$ cat src/rtl/signed_arith_sequencer.sv
`default_nettype none
// ============================================================================
// Module      : signed_arith_sequencer
// Description : Signed ADD / SUB / multi-cycle Booth MUL sequencer with a
//               valid/ready request side and a valid/ready result side.
//               Optional feature macro: SIGNED_ARITH_MAC_EN (op=11 becomes
//               multiply-accumulate into a 2*WIDTH accumulator; otherwise
//               op=11 is reported as illegal with result=0, ovf=1).
// Revision    : 1.0 - initial release
// ============================================================================
module signed_arith_sequencer #(
  parameter int WIDTH = 8
) (
  input  logic                 clk,
  input  logic                 rst,
  input  logic                 in_valid,
  output logic                 in_ready,
  input  logic [1:0]           op,
  input  logic [WIDTH-1:0]     a,
  input  logic [WIDTH-1:0]     b,
  output logic                 out_valid,
  input  logic                 out_ready,
  output logic [2*WIDTH-1:0]   result,
  output logic                 ovf,
  output logic                 busy
);

  localparam int RW = 2 * WIDTH;          // result width
  localparam int PW = 2 * WIDTH + 2;      // Booth register: {A(W+1), Q(W), q-1}
  localparam int CW = $clog2(WIDTH + 1);  // iteration counter width

  localparam logic [1:0]    OP_ADD   = 2'b00;
  localparam logic [1:0]    OP_SUB   = 2'b01;
  localparam logic [1:0]    OP_MUL   = 2'b10;
  localparam logic [1:0]    OP_MAC   = 2'b11;
  localparam logic [CW-1:0] CNT_LAST = CW'(WIDTH - 1);

  typedef enum logic [1:0] {
    S_IDLE = 2'd0,
    S_CALC = 2'd1,
    S_DONE = 2'd2
  } state_t;

  state_t            r_state;
  logic [CW-1:0]     r_cnt;
  logic [PW-1:0]     r_prod;
  logic [WIDTH-1:0]  r_mcand;
  logic              r_out_valid;
  logic [RW-1:0]     r_result;
  logic              r_ovf;

  logic [RW-1:0]     w_a_ext;
  logic [RW-1:0]     w_b_ext;
  logic [RW-1:0]     w_add;
  logic [RW-1:0]     w_sub;
  logic [WIDTH:0]    w_mcand_ext;
  logic [WIDTH:0]    w_upper;
  logic [WIDTH:0]    w_upper_sum;
  logic [PW-1:0]     w_prod_next;
  logic [RW-1:0]     w_product;

  // True when a 2*WIDTH-bit value does not fit in the signed WIDTH-bit range,
  // i.e. the bits from WIDTH-1 upward are not all copies of the sign.
  function automatic logic f_narrow_ovf(input logic [RW-1:0] v);
    return !((&v[RW-1:WIDTH-1]) || (~|v[RW-1:WIDTH-1]));
  endfunction

  assign w_a_ext = {{WIDTH{a[WIDTH-1]}}, a};
  assign w_b_ext = {{WIDTH{b[WIDTH-1]}}, b};
  assign w_add   = w_a_ext + w_b_ext;
  assign w_sub   = w_a_ext - w_b_ext;

  // The partial-product half carries one guard bit so that subtracting the
  // most negative multiplicand cannot overflow before the arithmetic shift.
  assign w_mcand_ext = {r_mcand[WIDTH-1], r_mcand};
  assign w_upper     = r_prod[PW-1:WIDTH+1];

  // Booth recoding of the current multiplier bit pair {Q0, q-1}.
  always_comb begin
    w_upper_sum = w_upper;
    case (r_prod[1:0])
      2'b01:   w_upper_sum = w_upper + w_mcand_ext;
      2'b10:   w_upper_sum = w_upper - w_mcand_ext;
      default: w_upper_sum = w_upper;
    endcase
  end

  // Arithmetic shift right of the whole Booth register after the add step.
  assign w_prod_next = {w_upper_sum[WIDTH], w_upper_sum, r_prod[WIDTH:1]};
  // Exact signed product always fits in 2*WIDTH bits: drop guard bit and q-1.
  assign w_product   = w_prod_next[RW:1];

`ifdef SIGNED_ARITH_MAC_EN
  logic [RW-1:0] r_acc;
  logic          r_is_mac;
  logic [RW-1:0] w_acc_sum;
  logic          w_acc_ovf;

  assign w_acc_sum = r_acc + w_product;
  // Two's-complement overflow: same-sign operands producing a different sign.
  assign w_acc_ovf = (r_acc[RW-1] == w_product[RW-1]) &&
                     (w_acc_sum[RW-1] != r_acc[RW-1]);
`endif

  // Main sequencer: accept in IDLE, iterate in CALC, hold result in DONE.
  always_ff @(posedge clk) begin
    if (rst) begin
      r_state     <= S_IDLE;
      r_cnt       <= '0;
      r_prod      <= '0;
      r_mcand     <= '0;
      r_out_valid <= 1'b0;
      r_result    <= '0;
      r_ovf       <= 1'b0;
`ifdef SIGNED_ARITH_MAC_EN
      r_acc       <= '0;
      r_is_mac    <= 1'b0;
`endif
    end else begin
      case (r_state)
        S_IDLE: begin
          if (in_valid) begin
            case (op)
              OP_ADD: begin
                r_result    <= w_add;
                r_ovf       <= f_narrow_ovf(w_add);
                r_out_valid <= 1'b1;
                r_state     <= S_DONE;
              end
              OP_SUB: begin
                r_result    <= w_sub;
                r_ovf       <= f_narrow_ovf(w_sub);
                r_out_valid <= 1'b1;
                r_state     <= S_DONE;
              end
              OP_MUL: begin
                r_prod   <= {{(WIDTH+1){1'b0}}, b, 1'b0};
                r_mcand  <= a;
                r_cnt    <= '0;
                r_state  <= S_CALC;
`ifdef SIGNED_ARITH_MAC_EN
                r_is_mac <= 1'b0;
`endif
              end
              OP_MAC: begin
`ifdef SIGNED_ARITH_MAC_EN
                r_prod   <= {{(WIDTH+1){1'b0}}, b, 1'b0};
                r_mcand  <= a;
                r_cnt    <= '0;
                r_state  <= S_CALC;
                r_is_mac <= 1'b1;
`else
                // Illegal opcode: flag it immediately with a zero result.
                r_result    <= '0;
                r_ovf       <= 1'b1;
                r_out_valid <= 1'b1;
                r_state     <= S_DONE;
`endif
              end
              default: r_state <= S_IDLE;
            endcase
          end
        end

        S_CALC: begin
          r_prod <= w_prod_next;
          if (r_cnt == CNT_LAST) begin
            r_cnt       <= '0;
            r_out_valid <= 1'b1;
            r_state     <= S_DONE;
`ifdef SIGNED_ARITH_MAC_EN
            if (r_is_mac) begin
              r_acc    <= w_acc_sum;
              r_result <= w_acc_sum;
              r_ovf    <= w_acc_ovf;
            end else begin
              r_result <= w_product;
              r_ovf    <= f_narrow_ovf(w_product);
            end
`else
            r_result <= w_product;
            r_ovf    <= f_narrow_ovf(w_product);
`endif
          end else begin
            r_cnt <= r_cnt + 1'b1;
          end
        end

        S_DONE: begin
          // Consuming edge only returns to IDLE; a new request waits a cycle.
          if (out_ready) begin
            r_out_valid <= 1'b0;
            r_state     <= S_IDLE;
          end
        end

        default: r_state <= S_IDLE;
      endcase
    end
  end

  assign in_ready  = (r_state == S_IDLE);
  assign busy      = (r_state != S_IDLE);
  assign out_valid = r_out_valid;
  assign result    = r_result;
  assign ovf       = r_ovf;

endmodule
`default_nettype wire
$ cat config.mk
export PLATFORM = sky130hd
export DESIGN_NAME = signed_arith_sequencer
export DESIGN_NICKNAME = d
export VERILOG_FILES = /design/src/rtl/signed_arith_sequencer.sv
export SDC_FILE = /design/constraint.sdc
export NUM_CORES = 1
export LEC_CHECK = 0
export CAP_MARGIN = 0
export CORE_ASPECT_RATIO = 1.5
export CORE_MARGIN = 1.5
export CORE_UTILIZATION = 57
export CTS_CLUSTER_SIZE = 12
export DETAILED_ROUTE_END_ITERATION = 7
export GPL_ROUTABILITY_DRIVEN = 0
export GPL_TIMING_DRIVEN = 0
export PLACE_DENSITY = 0.81
export SLEW_MARGIN = 20
export SYNTH_ARGS = -nofsm -noshare
export SYNTH_HDL_FRONTEND = slang
export SYNTH_SLANG_ARGS = --single-unit
$ cat constraint.sdc
create_clock -name clk -period 3.51 [get_ports clk]
set_clock_uncertainty 0.15 [all_clocks]
set_input_delay 0.351 -clock clk [delete_from_list [all_inputs] [get_ports clk]]
set_output_delay 0.351 -clock clk [all_outputs]
set_load 0.005 [all_outputs]
==> run summary <==
GRT
-------------------------------------------------------------------------------------
Total global routing overflow                                                       0
Vias in the first global route                                                   3466
Wire length of the first global-routing pass                                 16100 um
Total global routing track utilization                                          31.1%
Antenna violations before repair                                                    0
Largest net degree at the start of global routing                                  16

FINISH
-------------------------------------------------------------------------------------
Fillers                                                                           509
Final core utilization                                                          68.9%
Highest-count cells in the layout ignoring fill and taps                 sky130_fd_sc_hd__nor2_1, sky130_fd_sc_hd__dfxtp_1, sky130_fd_sc_hd__nand2_1
Final nets                                                                        554
Layout cell share with drive strength beyond 1                                  6.56%
Final non-filler cell area                                                   4190 um2
Inserted Diodes                                                                     0
Most common cell after layout, fill and taps aside                       sky130_fd_sc_hd__nor2_1
Post-route non-filler standard cell count                                         577
Area delta synth->final                                                         18.3%

PLACEMENT
-------------------------------------------------------------------------------------
Pre-CTS setup slack                                                           -194 ps
Port-buffer cells                                                                  39
Placed inst area                                                             4030 um2
Half-perimeter wire length after placement                                    7890 um
Post-Place Cells                                                                  571

CLOCK NETWORK
-------------------------------------------------------------------------------------
Number of buffers on the longest clock path                                         2
Setup Fix Bufs, Post-CTS                                                            0
Later-pin clock latency in the skew report                                     310 ps
Clock tree from TritonCTS                                                       built
Number of clock sinks seen by CTS                                                  49
Root Buffer Master                                                       sky130_fd_sc_hd__clkbuf_8
H-Tree Level Count                                                                  2
Hold_buf cts                                                                        0
Total clock buffers created by CTS                                                  5
Register clock-pin slew on the reported worst setup and hold paths              90 ps

SYNTHESIS
-------------------------------------------------------------------------------------
Count of flip-flops with a built-in enable after synthesis                          0
Cell types with the largest area share after synthesis                   sky130_fd_sc_hd__dfxtp_1, sky130_fd_sc_hd__ha_1, sky130_fd_sc_hd__a21oi_1
Proportion of synthesized chip area in sequential cells                         27.7%
Syn_nets                                                                          510
Count of state elements after synthesis                                            49
Yosys synthesis warning count                                                       0
Number of standard cells after synthesis                                          458
Synthesized area divided by synthesized cell count                           7.74 um2
Post-synth ARST share                                                              0%
Post-synthesis cell type with the largest combined area                  sky130_fd_sc_hd__dfxtp_1
Dominant synthesized flop cell                                           sky130_fd_sc_hd__dfxtp_1
Share of Yosys cell area claimed by the top area cell type                      27.7%
Number of library cell types mapped by synthesis                                   66
Total standard cell area after synthesis                                     3550 um2

DETAILED ROUTING
-------------------------------------------------------------------------------------
DR pass1 iterations                                                                 5
Via-to-Cell Ratio                                                                6.32
Via count                                                                        3648
Total Wirelength                                                             10300 um
Number of design rule violations left after detail routing                          0
Number of routed nets with antenna violations                                       0
Detail-routed net length per standard cell                                    17.9 um
Count of routing violations after the opening detailed-route iteration            253

STA
-------------------------------------------------------------------------------------
Number of max-slew violations in the final report                                   0
Fraction of the cycle the final worst path needs                                96.0%
Min cycle time layout                                                         3370 ps
Final hold vios                                                                     0
Setup-violating endpoint count in the final report                                  0
Highest clock frequency the design can meet                                 0.297 GHz
Fin worst setup slack                                                          140 ps
Transition at the pin with the smallest max-transition slack                  1000 ps
TNS Setup                                                                        0 ps
Worst hold-check slack                                                         230 ps
Max_slew headroom                                                               32.1%

CRITICAL PATH
-------------------------------------------------------------------------------------
Cell breakdown of the critical path                                      inv_1 > ha_1 > mux2_2 > fa_1 > nand2b_1 > a21oi_2 > nor3_1 > a2111oi_1 > a21oi_1 > o41ai_2 > o22ai_1
Crit-path slowest cell                                                   sky130_fd_sc_hd__fa_1
Endpoint type of the worst setup path                                            flop
Worst-path fanout max                                                               5
Worst path arrival time                                                       3410 ps
Worst Setup Path Type                                                      reg -> reg
Required time at the endpoint of the critical path                            3550 ps
Worst Setup Start Kind                                                           flop
CP max stage delay                                                             440 ps

OUTCOME
-------------------------------------------------------------------------------------
Run status                                                               finished clean

POWER AND IR DROP
-------------------------------------------------------------------------------------
Leakage component of the power                                                1.64 nW
VDD IR max                                                                   0.208 mV
Final total power                                                             1.71 mW
P per Cell Area                                                            408 nW/um2

FLOORPLAN
-------------------------------------------------------------------------------------
Die boundary height                                                           99.6 um
Row cnt                                                                            35
Floorplan die area                                                           6710 um2
Total I/O pin count                                                                42
Initial cell density of the core                                                58.3%
Die W                                                                         67.4 um
Standard cell core area                                                      6090 um2

HOLD PATH
-------------------------------------------------------------------------------------
Worst min-delay path category                                               in -> reg

JOB
-------------------------------------------------------------------------------------
Max_cap viols                                                                       0

## where the power goes
group,total [mW],leakage (nW),internal (mW),switching [mW]
sequential,0.638,0.400,0.604,0.0336
clock,0.430,0.0574,0.232,0.199
combinational,0.641,1.19,0.280,0.362
total,1.71,1.64,1.12,0.594
## registers in the layout, summed over array words and instances, names as in the netlist
register	flops
r_state	2
out_valid	1
ovf	1
result	16
r_prod	17
r_mcand	8
r_cnt	4
## final cells by class
cell class                 count  area, um2  area share (%)
clock buffer                   6       82.6            1.97
multi-input combinational    351       2390            56.9
timing repair buffer          39        390            9.31
buffer                        25        105            2.51
tap                           74       92.6            2.21
inverter                      31        116            2.77
sequential                    49        982            23.4
clock inverter                 2       37.5           0.895
## layer usage
metal	global-route usage [%]	vias to the layer above	routed length [um]
met5	0	-	0
met4	15.7	0	369
li1	-	1755	-
met1	34.4	1704	3890
met3	2.83	32	520
met2	57.0	157	5560
## critical path: cells and delay by family (launching register included)
family          cells  cell delay [ps]
compound gates      5             1270
fa+ha+maj           2              720
buf+inv             1               90
flops               1              420
mux                 1              310
simple gates        2              270
## cell families (layout without fill, tap and decap cells)
group / count (synthesis) / count (layout) / synth area share, %
AND/OR/NAND/NOR: 163 / 163 / 22.4
AO/OA/AOI/OAI: 141 / 141 / 27.8
buffers and inverters: 58 / 103 / 6.46
flip-flops: 49 / 49 / 27.7
adder cells (fa/ha/maj): 30 / 30 / 11.2
XOR/XNOR: 12 / 12 / 2.96
multiplexers: 5 / 5 / 1.45
## cells in the mapped netlist (all sizes together) (2+ instances only)
master and n:
dfxtp 49, a21oi 39, and2 4, a221o 3, nand3 9, nor3b 3
nor2b 10, a21o 4, inv 31, nor3 18, o211ai 14, or3 3
nand2 42, mux2i 4, or2 3, a211oi 9, o21ai 15, nor4b 2
nor2 50, nand2b 5, nand3b 3, xor2 3, buf 10, o21bai 2
or4 3, o221ai 6, o311ai 3, ha 27, o22ai 3, a31oi 6
fa 3, a221oi 6, o21a 3, clkbuf 17, a222oi 6, xnor2 9
and3 3, a22oi 9
## worst paths after layout
check | slack, ps | cells past startpoint | to | from
max | 140 | 11 | ovf | r_mcand[1]
min | 230 | 3 | ovf | rst
min reg2reg | 310 | 2 | result[8] | result[8]
max reg2reg | 140 | 11 | ovf | r_mcand[1]
## what timing repair did
action | in CTS | in global routing
pin swaps | 0 | 0
setup endpoints to repair | 1 | 4
resized for setup | 1 | 9
(Power assumes the default switching activity.)
